[src/rtl/modbus_rx_framer_pkg.sv]
// Shared types and constants for the Modbus RTU receive framer and its CRC-16 engine.
package modbus_pkg;

    typedef enum logic [1:0] {
        ST_WAIT_SILENCE,
        ST_IDLE,
        ST_RECV,
        ST_DONE
    } mb_state_e;

    localparam logic [7:0]  MB_BCAST_ADDR    = 8'h00;
    localparam int unsigned MB_MIN_FRAME_LEN = 4;
    localparam logic [15:0] MB_CRC_RESIDUE   = 16'h0000;
    localparam logic [15:0] MB_CRC_INIT      = 16'hFFFF;
    localparam logic [15:0] MB_CRC_POLY      = 16'hA001;

    // One byte through the reflected CRC-16/MODBUS update.
    function automatic logic [15:0] crc16_byte(input logic [15:0] crc, input logic [7:0] data);
        logic [15:0] c;
        c = crc ^ {8'h00, data};
        for (int i = 0; i < 8; i++) begin
            c = c[0] ? ((c >> 1) ^ MB_CRC_POLY) : (c >> 1);
        end
        return c;
    endfunction

endpackage

[src/rtl/modbus_rx_framer_crc.sv]
// Byte-wide CRC-16 engine (poly 0xA001 reflected, init 0xFFFF); clear has priority over enable.
module Crc
    import modbus_pkg::*;
(
    input  logic        clk,
    input  logic        rst,
    input  logic        clr_i,
    input  logic        en_i,
    input  logic [7:0]  data_i,
    output logic [15:0] crc_o
);

    logic [15:0] crc_q;

    always_ff @(posedge clk) begin
        if (rst || clr_i) begin
            crc_q <= MB_CRC_INIT;
        end else if (en_i) begin
            crc_q <= crc16_byte(crc_q, data_i);
        end
    end

    assign crc_o = crc_q;

endmodule

[src/rtl/modbus_rx_framer.sv]
// Modbus RTU receive framer: t1.5/t3.5 framing, CRC sequencing, byte forwarding and verdict.
// Optional slave-address filter enabled by defining MODBUS_ADDR_FILTER_EN.
module modbus_rx_framer
    import modbus_pkg::*;
#(
    parameter int unsigned T15_CYCLES = 7500,
    parameter int unsigned T35_CYCLES = 17500,
    parameter int unsigned MAX_LEN    = 256
) (
    input  logic       clk,
    input  logic       rst,
    input  logic [7:0] rx_data,
    input  logic       rx_valid,
    input  logic       rx_err,
    input  logic [7:0] dev_addr,
    output logic [7:0] out_data,
    output logic       out_valid,
    output logic [8:0] out_index,
    output logic       frame_end,
    output logic       frame_ok,
    output logic [8:0] frame_len
);

    localparam int unsigned SIL_W = $clog2(T35_CYCLES + 1);
    localparam int unsigned LEN_W = 9;
    localparam logic [SIL_W-1:0] SIL_T15 = SIL_W'(T15_CYCLES);
    localparam logic [SIL_W-1:0] SIL_T35 = SIL_W'(T35_CYCLES);
    localparam logic [LEN_W-1:0] LEN_MIN = LEN_W'(MB_MIN_FRAME_LEN);
    localparam logic [LEN_W-1:0] LEN_MAX = LEN_W'(MAX_LEN);
    localparam logic [LEN_W-1:0] LEN_SAT = LEN_W'(MAX_LEN + 1);

    mb_state_e        state_q;
    logic [SIL_W-1:0] sil_q;
    logic [SIL_W-1:0] sil_d;
    logic [LEN_W-1:0] len_q;
    logic [LEN_W-1:0] len_d;
    logic             bad_q;
    logic             acc_q;
    logic [7:0]       out_data_q;
    logic             out_valid_q;
    logic [LEN_W-1:0] out_index_q;
    logic             frame_end_q;
    logic             frame_ok_q;
    logic [LEN_W-1:0] frame_len_q;

    logic             crc_clr_c;
    logic             crc_en_c;
    logic [15:0]      crc_c;
    logic             addr_ok_c;
    logic             verdict_c;

    // Engine sits at init whenever no frame is in progress, so the first byte sees 0xFFFF.
    assign crc_clr_c = (state_q == ST_WAIT_SILENCE) || (state_q == ST_DONE) ||
                       ((state_q == ST_IDLE) && !rx_valid);
    assign crc_en_c  = rx_valid && ((state_q == ST_IDLE) || (state_q == ST_RECV));

    Crc u_crc (
        .clk    (clk),
        .rst    (rst),
        .clr_i  (crc_clr_c),
        .en_i   (crc_en_c),
        .data_i (rx_data),
        .crc_o  (crc_c)
    );

`ifdef MODBUS_ADDR_FILTER_EN
    assign addr_ok_c = (rx_data == dev_addr) || (rx_data == MB_BCAST_ADDR);
`else
    logic unused_dev_addr;
    assign unused_dev_addr = ^dev_addr;
    assign addr_ok_c       = 1'b1;
`endif

    assign sil_d     = (sil_q == SIL_T35) ? sil_q : sil_q + SIL_W'(1);
    assign len_d     = (len_q == LEN_SAT) ? len_q : len_q + LEN_W'(1);
    assign verdict_c = !bad_q && (len_q >= LEN_MIN) && (len_q <= LEN_MAX) &&
                       (crc_c == MB_CRC_RESIDUE);

    // Silence counter holds "cycles since last byte": a byte loads 1, expiry at T35.
    always_ff @(posedge clk) begin
        if (rst) begin
            state_q     <= ST_WAIT_SILENCE;
            sil_q       <= '0;
            len_q       <= '0;
            bad_q       <= 1'b0;
            acc_q       <= 1'b0;
            out_data_q  <= '0;
            out_valid_q <= 1'b0;
            out_index_q <= '0;
            frame_end_q <= 1'b0;
            frame_ok_q  <= 1'b0;
            frame_len_q <= '0;
        end else begin
            out_valid_q <= 1'b0;
            frame_end_q <= 1'b0;
            frame_ok_q  <= 1'b0;
            frame_len_q <= '0;
            case (state_q)
                ST_WAIT_SILENCE: begin
                    if (rx_valid) begin
                        sil_q <= SIL_W'(1);
                    end else if (sil_q == SIL_T35) begin
                        state_q <= ST_IDLE;
                    end else begin
                        sil_q <= sil_d;
                    end
                end
                ST_IDLE: begin
                    if (rx_valid) begin
                        state_q <= ST_RECV;
                        sil_q   <= SIL_W'(1);
                        len_q   <= LEN_W'(1);
                        bad_q   <= rx_err;
                        acc_q   <= addr_ok_c;
                        if (addr_ok_c) begin
                            out_valid_q <= 1'b1;
                            out_data_q  <= rx_data;
                            out_index_q <= '0;
                        end
                    end
                end
                ST_RECV: begin
                    if (rx_valid) begin
                        sil_q <= SIL_W'(1);
                        len_q <= len_d;
                        bad_q <= bad_q || rx_err || (sil_q >= SIL_T15);
                        if (acc_q && (len_q < LEN_MAX)) begin
                            out_valid_q <= 1'b1;
                            out_data_q  <= rx_data;
                            out_index_q <= len_q;
                        end
                    end else if (sil_q == SIL_T35) begin
                        state_q     <= ST_DONE;
                        frame_end_q <= acc_q;
                        frame_ok_q  <= acc_q && verdict_c;
                        frame_len_q <= acc_q ? len_q : '0;
                    end else begin
                        sil_q <= sil_d;
                    end
                end
                ST_DONE: begin
                    state_q <= ST_IDLE;
                end
                default: begin
                    state_q <= ST_WAIT_SILENCE;
                end
            endcase
        end
    end

    assign out_data  = out_data_q;
    assign out_valid = out_valid_q;
    assign out_index = out_index_q;
    assign frame_end = frame_end_q;
    assign frame_ok  = frame_ok_q;
    assign frame_len = frame_len_q;

endmodule

[config.mk]
export PLATFORM = sky130hd
export DESIGN_NAME = modbus_rx_framer
export DESIGN_NICKNAME = d
export VERILOG_FILES = /design/src/rtl/modbus_rx_framer_pkg.sv /design/src/rtl/modbus_rx_framer_crc.sv /design/src/rtl/modbus_rx_framer.sv
export SDC_FILE = /design/constraint.sdc
export NUM_CORES = 1
export LEC_CHECK = 0
export BUFFER_PORTS_ARGS = -buffer_cell sky130_fd_sc_hd__buf_4
export CORE_AREA = 2 2 91 93
export DETAILED_ROUTE_END_ITERATION = 10
export DIE_AREA = 0 0 93 95
export PLACE_DENSITY = 0.75
export SYNTH_ARGS = -nofsm -noshare
export SYNTH_HDL_FRONTEND = slang
export SYNTH_SLANG_ARGS = --single-unit
[constraint.sdc]
create_clock -name clk -period 1.8 [get_ports clk]
set_input_delay 0 -clock clk [delete_from_list [all_inputs] [get_ports clk]]
set_output_delay 0 -clock clk [all_outputs]
set_load 0.05 [all_outputs]
# Word-level counts from Yosys, hierarchy flattened
# Cells that the tools add are included.
[totals]
inputBits = 20
word_cells = 109
ff_bits = 73
[classes]
n_bitwise = 12
n_addsub = 2
mux = 37
order_cmp = 4
reduce_logical = 28
n_eq_ne = 14
[ops]
columns = ["operator", "count"]
rows = [
  ["$mux W16", 8],
  ["$mux W9", 6],
  ["$mux W15", 3],
  ["$pmux W9 S2", 2],
  ["$pmux W15 S2", 1],
  ["$mux W8", 3],
  ["$not A2 Y3", 8],
  ["$logic_not A16 Y1", 1],
  ["$pmux W8 S2", 1],
  ["$xor A16 B8 Y16", 1],
  ["$add A15 B1 Y15 const B", 1],
  ["$eq A15 B15 Y1 const B", 1],
  ["$ge A15 B13 Y1 const B", 1],
  ["$mux W2", 5],
  ["$ne A2 B2 Y1 const B", 5],
  ["$add A9 B1 Y9 const B", 1],
  ["$eq A9 B9 Y1 const B", 1],
  ["$ge A9 B3 Y1 const B", 1],
  ["$le A9 B9 Y1 const B", 1],
  ["$lt A9 B9 Y1 const B", 1],
  ["$pmux W2 S4", 1],
  ["$reduce_and A4 Y1", 2],
  ["$logic_and A1 B1 Y1", 7],
  ["$logic_or A1 B1 Y1", 6],
  ["other kinds (16)", 29],
]

# Depth between registers and ports, before layout
# Gate-level depths: netlist of run 1.
[depth]
depth_word = 17
ltp_mapped = 9
mapped_depth_nobuf = 7

# By module
# From an unflattened synthesis of run 1, not the netlist that was laid out.
[hier_totals]
hier_cells = 391
area_unflattened_um2 = 3606.0
[by_module_without_submodules]
columns = ["module", "seq_area_each_um2", "area_each_um2", "cells_each", "instances"]
rows = [
  ["modbus_rx_framer", 1141.1, 2812.7, 305, 1],
  ["Crc", 320.3, 793.3, 86, 1],
]

# Least setup slack after synthesis of run 1
# Ideal clock, no wire load.
[synth_path]
path_type = "flip-flop to flip-flop"
start = "register state_q[0]"
end = "register sil_q[14]"
path_stages_with_launch = 9
synth_period_minus_slack_ps = 1975
required_time_ps = 1730
path_buffers = 1
arrival_ps = 1905
path_slack_ps = -175
path_cell_list = "dfxtp_1 > inv_1 > ha_1 > nor2_1 > or2_0 > buf_6 > o2111ai_4 > or4_1 > a21oi_1"
[synth_via]
elab_chain_cells = 4
elab_cells_between_ends = 9
cone_classes = "eq/ne (4); mux (1); reduce/logical (4)"
[synth_lines]
columns = ["element", "line_no", "text"]
rows = [
  ["start: declaration", "modbus_rx_framer.sv:32", "mb_state_e state_q;"],
  ["start signal: assignment", "modbus_rx_framer.sv:82", "state_q <= ST_WAIT_SILENCE;"],
  ["start signal: assignment", "modbus_rx_framer.sv:103", "state_q <= ST_IDLE;"],
  ["start signal: assignment", "modbus_rx_framer.sv:110", "state_q <= ST_RECV;"],
  ["$eq A2 B2 Y1 / $logic_not A2 Y1 (equally long branches)", "modbus_rx_framer.sv:98", "case (state_q)"],
  ["$reduce_or A2 Y1 (no line)", "n/a", ""],
  ["$ne A3 B3 Y1 (no line) / $reduce_bool A2 Y1 (equally long branches)", "n/a", ""],
  ["$reduce_and A3 Y1 (no line)", "n/a", ""],
  ["end signal: assignment", "modbus_rx_framer.sv:105", "sil_q <= sil_d;"],
  ["end signal: assignment", "modbus_rx_framer.sv:138", "sil_q <= sil_d;"],
  ["end: declaration", "modbus_rx_framer.sv:33", "logic [SIL_W-1:0] sil_q;"],
]
# Several ways; a longest one is shown, not always the timed one.
# A chain may end at the register's enable or synchronous reset.

# Final worst setup path of run 1
[layout_path]
start = "register sil_q[0]"
end = "register state_q[1]"
[layout_via]
elab_chain_cells = 3
elab_cells_between_ends = 4
cone_classes = "eq/ne (3); reduce/logical (1)"
[layout_lines]
columns = ["element", "line_no", "text"]
rows = [
  ["$eq A15 B15 Y1 *", "modbus_rx_framer.sv:102, modbus_rx_framer.sv:132", ""],
  ["$ne A2 B1 Y1 (no line)", "n/a", ""],
  ["$reduce_and A5 Y1 (no line) *", "n/a", ""],
  ["end signal: assignment", "modbus_rx_framer.sv:103", ""],
  ["end signal: assignment", "modbus_rx_framer.sv:110", ""],
  ["end signal: assignment", "modbus_rx_framer.sv:133", "state_q <= ST_DONE;"],
]
# Mark *: on every way between the ends. The rest lies on a longest branch, timed or not.

==> results.sh, run 1 <==
export IMPL_outcome="finished with violations"
export IMPL_violations="negative setup slack"
export IMPL_worst_slack_ps=-18.3
export IMPL_drt_initial_drc_count=144
export IMPL_post_route_min_period_ps=1820
export IMPL_critPathLaunchType="flip-flop"
export IMPL_initial_core_util_pct=43.2
export IMPL_syn_nets=414
export IMPL_power_frac_comb_pct=35.3
export IMPL_dieHeight_um=95
export IMPL_grt_busiest_layer="met2"
export IMPL_cpMaxStageDelayCell="or4b_4"
export IMPL_synth_edf_count=0
export IMPL_cpPeakStageDelay_ps=500
export IMPL_required_ps=2060
export IMPL_yosys_cell_count_top_type="dfxtp_1"
export IMPL_netlist_area_um2=3430
export IMPL_cts_made_buffers=9
export IMPL_synth_top_area_share_pct=42.6
export IMPL_synth_cell_types=57
export IMPL_p_sw_share_pct=34.6
export IMPL_dieArea_um2=8840
export IMPL_tns_ps=-47.4
export IMPL_clock_fmax_mhz=550
export IMPL_final_hold_viol_count=0
export IMPL_critPathBufInv=2
export IMPL_htree_levels=3
export IMPL_slew_headroom_pct=74.3
export IMPL_routedWlPerCell_um=14.5
export IMPL_io_buffers=40
export IMPL_synthTopCellsByArea="dfxtp_1, nand2_1, a21oi_1, xnor2_1, ha_1"
export IMPL_instances_no_fill=609
export IMPL_ys_warn_count=0
export IMPL_yosys_register_bits=73
export IMPL_cp_top_family="simple AND/OR/NAND/NOR gates"
export IMPL_die_width_um=93
export IMPL_critPathArrivalTime_ps=2080
export IMPL_leakage_uw=0.00192
export IMPL_syn_to_final_growth_pct=42.8
export IMPL_hold_ws_ps=423
export IMPL_hold_depth=3
export IMPL_clkLatencyLatePin_ps=350
export IMPL_drc=0
export IMPL_antenna_found_initial=0
export IMPL_first_pass_iters=4
export IMPL_critical_path_class="reg2reg"
export IMPL_clkTransAtPathRegs_ps=70
export IMPL_cp_cell_sequence="inv_2, ha_4, nor4b_4, nand4_1, buf_6, or4b_4, a31oi_4"
export IMPL_ff2ff_path_depth=7
export IMPL_p_sw_uw=1660
export IMPL_num_antenna_cells=0
export IMPL_cts_tree="built"
export IMPL_grt_max_degree=24
export IMPL_worst_pin_slew_ps=385
export IMPL_netlist_instances=384
export IMPL_grt_pass1_vias=2970
export IMPL_hold_path_class="in2reg"
export IMPL_regToRegSetupSlack_ps=-20
export IMPL_p_int_uw=3140
export IMPL_finalSetupViolCount=4
export IMPL_cp_num_cells=7
export IMPL_vias=3198
export IMPL_irDropWorstVdd_mv=0.492
export IMPL_place_gp_congestion=0.828
export IMPL_rsz0062_at_grt="true"
export IMPL_synthArstFlopShare_pct=0
export IMPL_p_clk_share_pct=27.1
export IMPL_met1_usage_pct=23.8
export IMPL_syn_area_per_cell_um2=8.93
export IMPL_grtUsageMet3_pct=3.91
export IMPL_globalRouteMet2Util_pct=34.8
export IMPL_place_area_um2=4280
export IMPL_placed_cells=568
export IMPL_clock_path_buffers=2
export IMPL_power_share_sequential_pct=37.6
export IMPL_fillers=649
export IMPL_cts_root_buf="clkbuf_8"
export IMPL_yosys_most_used_dff="dfxtp_1"
export IMPL_fin_crit_sh_pct=101
export IMPL_coreArea_um2=7930
export IMPL_critPathCaptureType="flip-flop"
export IMPL_synth_seq_area_share_pct=42.6
export IMPL_nNetsFinal=529
export IMPL_yosys_top_cells_count="dfxtp_1, nand2_1, a21oi_1, nand3_1, xnor2_1"
export IMPL_ios=49
export IMPL_drv_cap=0
export IMPL_skew_ps=15.4
export IMPL_postRouteWirelength_mm=8.81
export IMPL_gr_usage_all_layers_pct=19.7
export IMPL_grt_first_pass_wirelength_mm=13.8
export IMPL_rows=33
export IMPL_slew_viol_final=0
export IMPL_ant_nets=0
export IMPL_drive_above_1_share_pct=35.3
export IMPL_p_per_area_nw_per_um2=980
export IMPL_viasPerCell=5.25
export IMPL_crit_path_max_fanout=8
export IMPL_dp_hpwl_mm=5.84
export IMPL_clkSinkCount=73
export IMPL_synth_area_leader_cell="dfxtp_1"
export IMPL_postLayoutCellArea_um2=4890
export IMPL_overflow=0
==> tightest hold or removal path, delay by kind of cell <==
family                 cells  cell delay [ps]
AO/OA/AOI/OAI              1               50
buffers and inverters      2              670
==> layout by cell type (no fill, tap or decap), types with 6 or more instances in the layout <==
cell type | Yosys | routed
a21oi_1 | 33 | 31
and2_1 | 8 | 8
buf_4 | 0 | 100
clkbuf_8 | 0 | 9
dfxtp_1 | 73 | 68
dlygate4sd3_1 | 0 | 11
nand2_1 | 61 | 60
nand3_1 | 23 | 22
nor2_1 | 17 | 15
nor3_1 | 8 | 7
o211ai_1 | 13 | 13
or4_1 | 8 | 6
xnor2_1 | 18 | 16
xor2_1 | 10 | 10
==> flip-flops by register name (all words and copies together) (netlist names) <==
| name | cells |
|---|---|
| state_q | 2 |
| len_q | 9 |
| out_index | 9 |
| frame_ok | 1 |
| u_crc.crc_o | 16 |
| sil_q | 15 |
| acc_q | 1 |
| out_valid | 1 |
| frame_len | 9 |
| bad_q | 1 |
| frame_end | 1 |
| out_data | 8 |
==> timing repair <==
action | in CTS | in global routing
hold endpoints to repair | 12 | 0
endpoints found under the setup margin | 59 | 32
hold buffers | 11 | 0
pin swaps | 9 | 14
gates cloned | 1 | 1
setup buffers | 10 | 3
resized for setup | 22 | 26
==> cell type report <==
class | instances | area, µm² | area share (%)
sequential | 73 | 1470 | 30.1
tap | 105 | 131 | 2.68
clock inverter | 7 | 77.6 | 1.58
timing repair buffer | 119 | 972 | 19.9
multi-input combinational | 288 | 2080 | 42.5
inverter | 8 | 35.0 | 0.716
clock buffer | 9 | 124 | 2.53
==> metrics by stage <==
| step | power (µW) | setup slack, ps | util (%) |
|---|---|---|---|
| after floorplan | 2810 | -28.2 | - |
| after global placement | 3270 | -133 | 53.9 |
| after detailed placement | 3300 | -228 | 53.9 |
| after CTS | 4750 | -54.3 | 59.9 |
| after global routing | 5050 | -102 | 61.7 |
| final | 4800 | -18.3 | 61.7 |
==> logic make-up after synthesis <==
logic type | after synthesis | share of synthesized area [%]
AO/OA/AOI/OAI | 80 | 16.6
XOR/XNOR | 29 | 7.81
adder cells (fa/ha/maj) | 10 | 3.65
buffers and inverters | 25 | 3.58
flip-flops | 73 | 42.6
multiplexers | 2 | 0.584
AND/OR/NAND/NOR | 165 | 25.1
==> power by group through the flow <==
stage          sequential, µW  clock, µW  combinational (µW)
3_5_place_dp             1840          0                1460
5_1_grt                  1820       1400                1830
6_report                 1800       1300                1690
4_1_cts                  1800       1330                1620
2_1_floorplan            1940          0                 870
3_3_place_gp             1830          0                1430
==> worst paths after layout <==
check,start,endpoint
hold / removal,rst,sil_q[1]$_SDFFE_PP0P_
hold reg to reg,out_index[4]$_SDFFE_PP0P_,out_index[4]$_SDFFE_PP0P_
setup / recovery,sil_q[0]$_SDFFE_PP0P_,state_q[1]$_SDFFE_PP0P_
setup reg to reg,sil_q[0]$_SDFFE_PP0P_,state_q[1]$_SDFFE_PP0P_
==> routing by layer <==
metal	up-vias	wire length (µm)
met3	10	398
li1	1596	-
met2	82	4500
met4	0	118
met5	-	0
met1	1510	3790
No activity file was read; power rests on OpenSTA's default activity.
==> run 2: changes to the inputs <==
--- a/config.mk
+++ b/config.mk
@@ -9,7 +9,9 @@
 export CORE_AREA = 2 2 91 93
 export DETAILED_ROUTE_END_ITERATION = 10
 export DIE_AREA = 0 0 93 95
+export HOLD_SLACK_MARGIN = 0.02
 export PLACE_DENSITY = 0.75
+export SETUP_SLACK_MARGIN = 0.1
 export SYNTH_ARGS = -nofsm -noshare
 export SYNTH_HDL_FRONTEND = slang
 export SYNTH_SLANG_ARGS = --single-unit
==> run 2 against run 1 <==
  * Sequential power is essentially flat
  * The flow still finishes with violations (negative setup slack)
  * Worst setup slack lost 78 ps
  * Core utilization grew 3.5 points
  * Total power grew 6.6%
  * Global-route usage grew 0.98 points
  * Largest power group is now combinational logic
  * Sequential cell count is the same
  * Clock power is essentially flat
==> results.sh, run 2 (synthesis gave the netlist of run 1 again) <==
export IMPL_irDropWorstVdd_mv=0.464
export IMPL_critPathCaptureType="flip-flop"
export IMPL_htree_levels=3
export IMPL_drc=0
export IMPL_gr_usage_all_layers_pct=20.7
export IMPL_cp_top_family="simple AND/OR/NAND/NOR gates"
export IMPL_clkSinkCount=73
export IMPL_slew_viol_final=0
export IMPL_grt_busiest_layer="met2"
export IMPL_viasPerCell=5.44
export IMPL_hold_path_class="in2reg"
export IMPL_grt_first_pass_wirelength_mm=14.4
export IMPL_fin_crit_sh_pct=105
export IMPL_cp_cell_sequence="inv_2, ha_4, nor4b_4, nand4_1, buf_6, buf_6, or4_4, a31oi_2"
export IMPL_drv_cap=0
export IMPL_met1_usage_pct=25.3
export IMPL_ant_nets=0
export IMPL_multi_input_area_um2=2180
export IMPL_grt_max_degree=30
export IMPL_cpMostUsedCell="buf_6"
export IMPL_postRouteWirelength_mm=9.79
export IMPL_num_antenna_cells=0
export IMPL_dp_hpwl_mm=5.98
export IMPL_clkTransAtPathRegs_ps=80
export IMPL_worst_slack_ps=-96.6
export IMPL_worst_pin_slew_ps=395
export IMPL_final_hold_viol_count=0
export IMPL_io_buffers=40
export IMPL_drive_above_1_share_pct=39.8
export IMPL_final_cell_mix="buf_4, dfxtp_1, nand2_1, a21oi_1, nand3_1"
export IMPL_globalRouteMet2Util_pct=37.1
export IMPL_crit_path_max_fanout=6
export IMPL_final_common_cell="buf_4"
export IMPL_seq_area_um2=1480
export IMPL_skew_ps=15.6
export IMPL_routedWlPerCell_um=15.8
export IMPL_critical_path_class="reg2reg"
export IMPL_grtUsageMet3_pct=4.15
export IMPL_cts_made_buffers=9
export IMPL_hold_ws_ps=57.6
export IMPL_finalSetupViolCount=14
export IMPL_largest_register_ffs=16
export IMPL_die_width_um=93
export IMPL_grt_pass1_vias=3080
export IMPL_initial_core_util_pct=43.2
export IMPL_slew_headroom_pct=73.4
export IMPL_coreArea_um2=7930
export IMPL_dieArea_um2=8840
export IMPL_final_core_util_pct=65.3
export IMPL_tns_ps=-494
export IMPL_first_pass_iters=5
export IMPL_p_per_area_nw_per_um2=989
export IMPL_vias=3373
export IMPL_antenna_found_initial=0
export IMPL_cpPeakStageDelay_ps=420
export IMPL_leakage_uw=0.00204
export IMPL_post_route_min_period_ps=1900
export IMPL_place_gp_congestion=0.841
export IMPL_fillers=599
export IMPL_violations="negative setup slack"
export IMPL_outcome="finished with violations"
export IMPL_clkLatencyLatePin_ps=350
export IMPL_rsz0062_at_grt="true"
export IMPL_critPathBufInv=3
export IMPL_overflow=0
export IMPL_required_ps=2060
export IMPL_dieHeight_um=95
export IMPL_clock_fmax_mhz=527
export IMPL_critPathLaunchType="flip-flop"
export IMPL_drt_initial_drc_count=169
export IMPL_cts_tree="built"
export IMPL_critPathArrivalTime_ps=2160
export IMPL_ios=49
export IMPL_syn_to_final_growth_pct=50.9
export IMPL_rows=33
export IMPL_clock_path_buffers=2
export IMPL_cpMaxStageDelayCell="or4_4"
export IMPL_cts_root_buf="clkbuf_8"
export IMPL_nNetsFinal=540
[run 2: layer usage]
metal,up-vias,wire [µm]
met4,0,118
met3,13,433
met5,-,0
met2,102,5150
met1,1640,4080
li1,1618,-
[run 2: layout make-up]
cell class | count | share of cell area [%]
sequential | 73 | 28.6
clock inverter | 6 | 1.33
tap | 105 | 2.54
multi-input combinational | 287 | 42.1
clock buffer | 10 | 2.47
timing repair buffer | 131 | 22.3
inverter | 8 | 0.677
[run 2: through the flow]
stage	area, µm²	instances	setup slack [ps]	power [µW]
floorplan	3510	384	-31.9	2810
global placement	4330	573	-161	3330
detailed placement	4330	573	-220	3380
CTS	4850	606	0.562	4830
global route	5170	620	-142	5330
finish	5170	620	-96.6	5110
[run 2: power by group]
part           total, µW  leakage, µW  switching, µW  internal [µW]
clock network       1280    0.0000964            635            645
logic               2020      0.00136           1040            987
registers           1810     0.000592           91.7           1720
total               5110      0.00204           1760           3350
[run 2: path summary, 6_finish.rpt]
path	start	end	slack (ps)	cells past startpoint
setup / recovery	sil_q[0]$_SDFFE_PP0P_	state_q[0]$_SDFFE_PP0P_	-100	8
hold reg to reg	out_index[4]$_SDFFE_PP0P_	out_index[4]$_SDFFE_PP0P_	460	2
hold / removal	rst	acc_q$_SDFFE_PP0P_	60	2
setup reg to reg	sil_q[0]$_SDFFE_PP0P_	state_q[0]$_SDFFE_PP0P_	-100	8
[run 2: repair_timing]
action	in CTS	in global routing
hold buffers	10	0
setup endpoints to repair	42	42
gates cloned	2	2
pin swaps	13	35
setup buffers	5	13
endpoints found under the hold margin	11	0
gates resized for setup	34	39
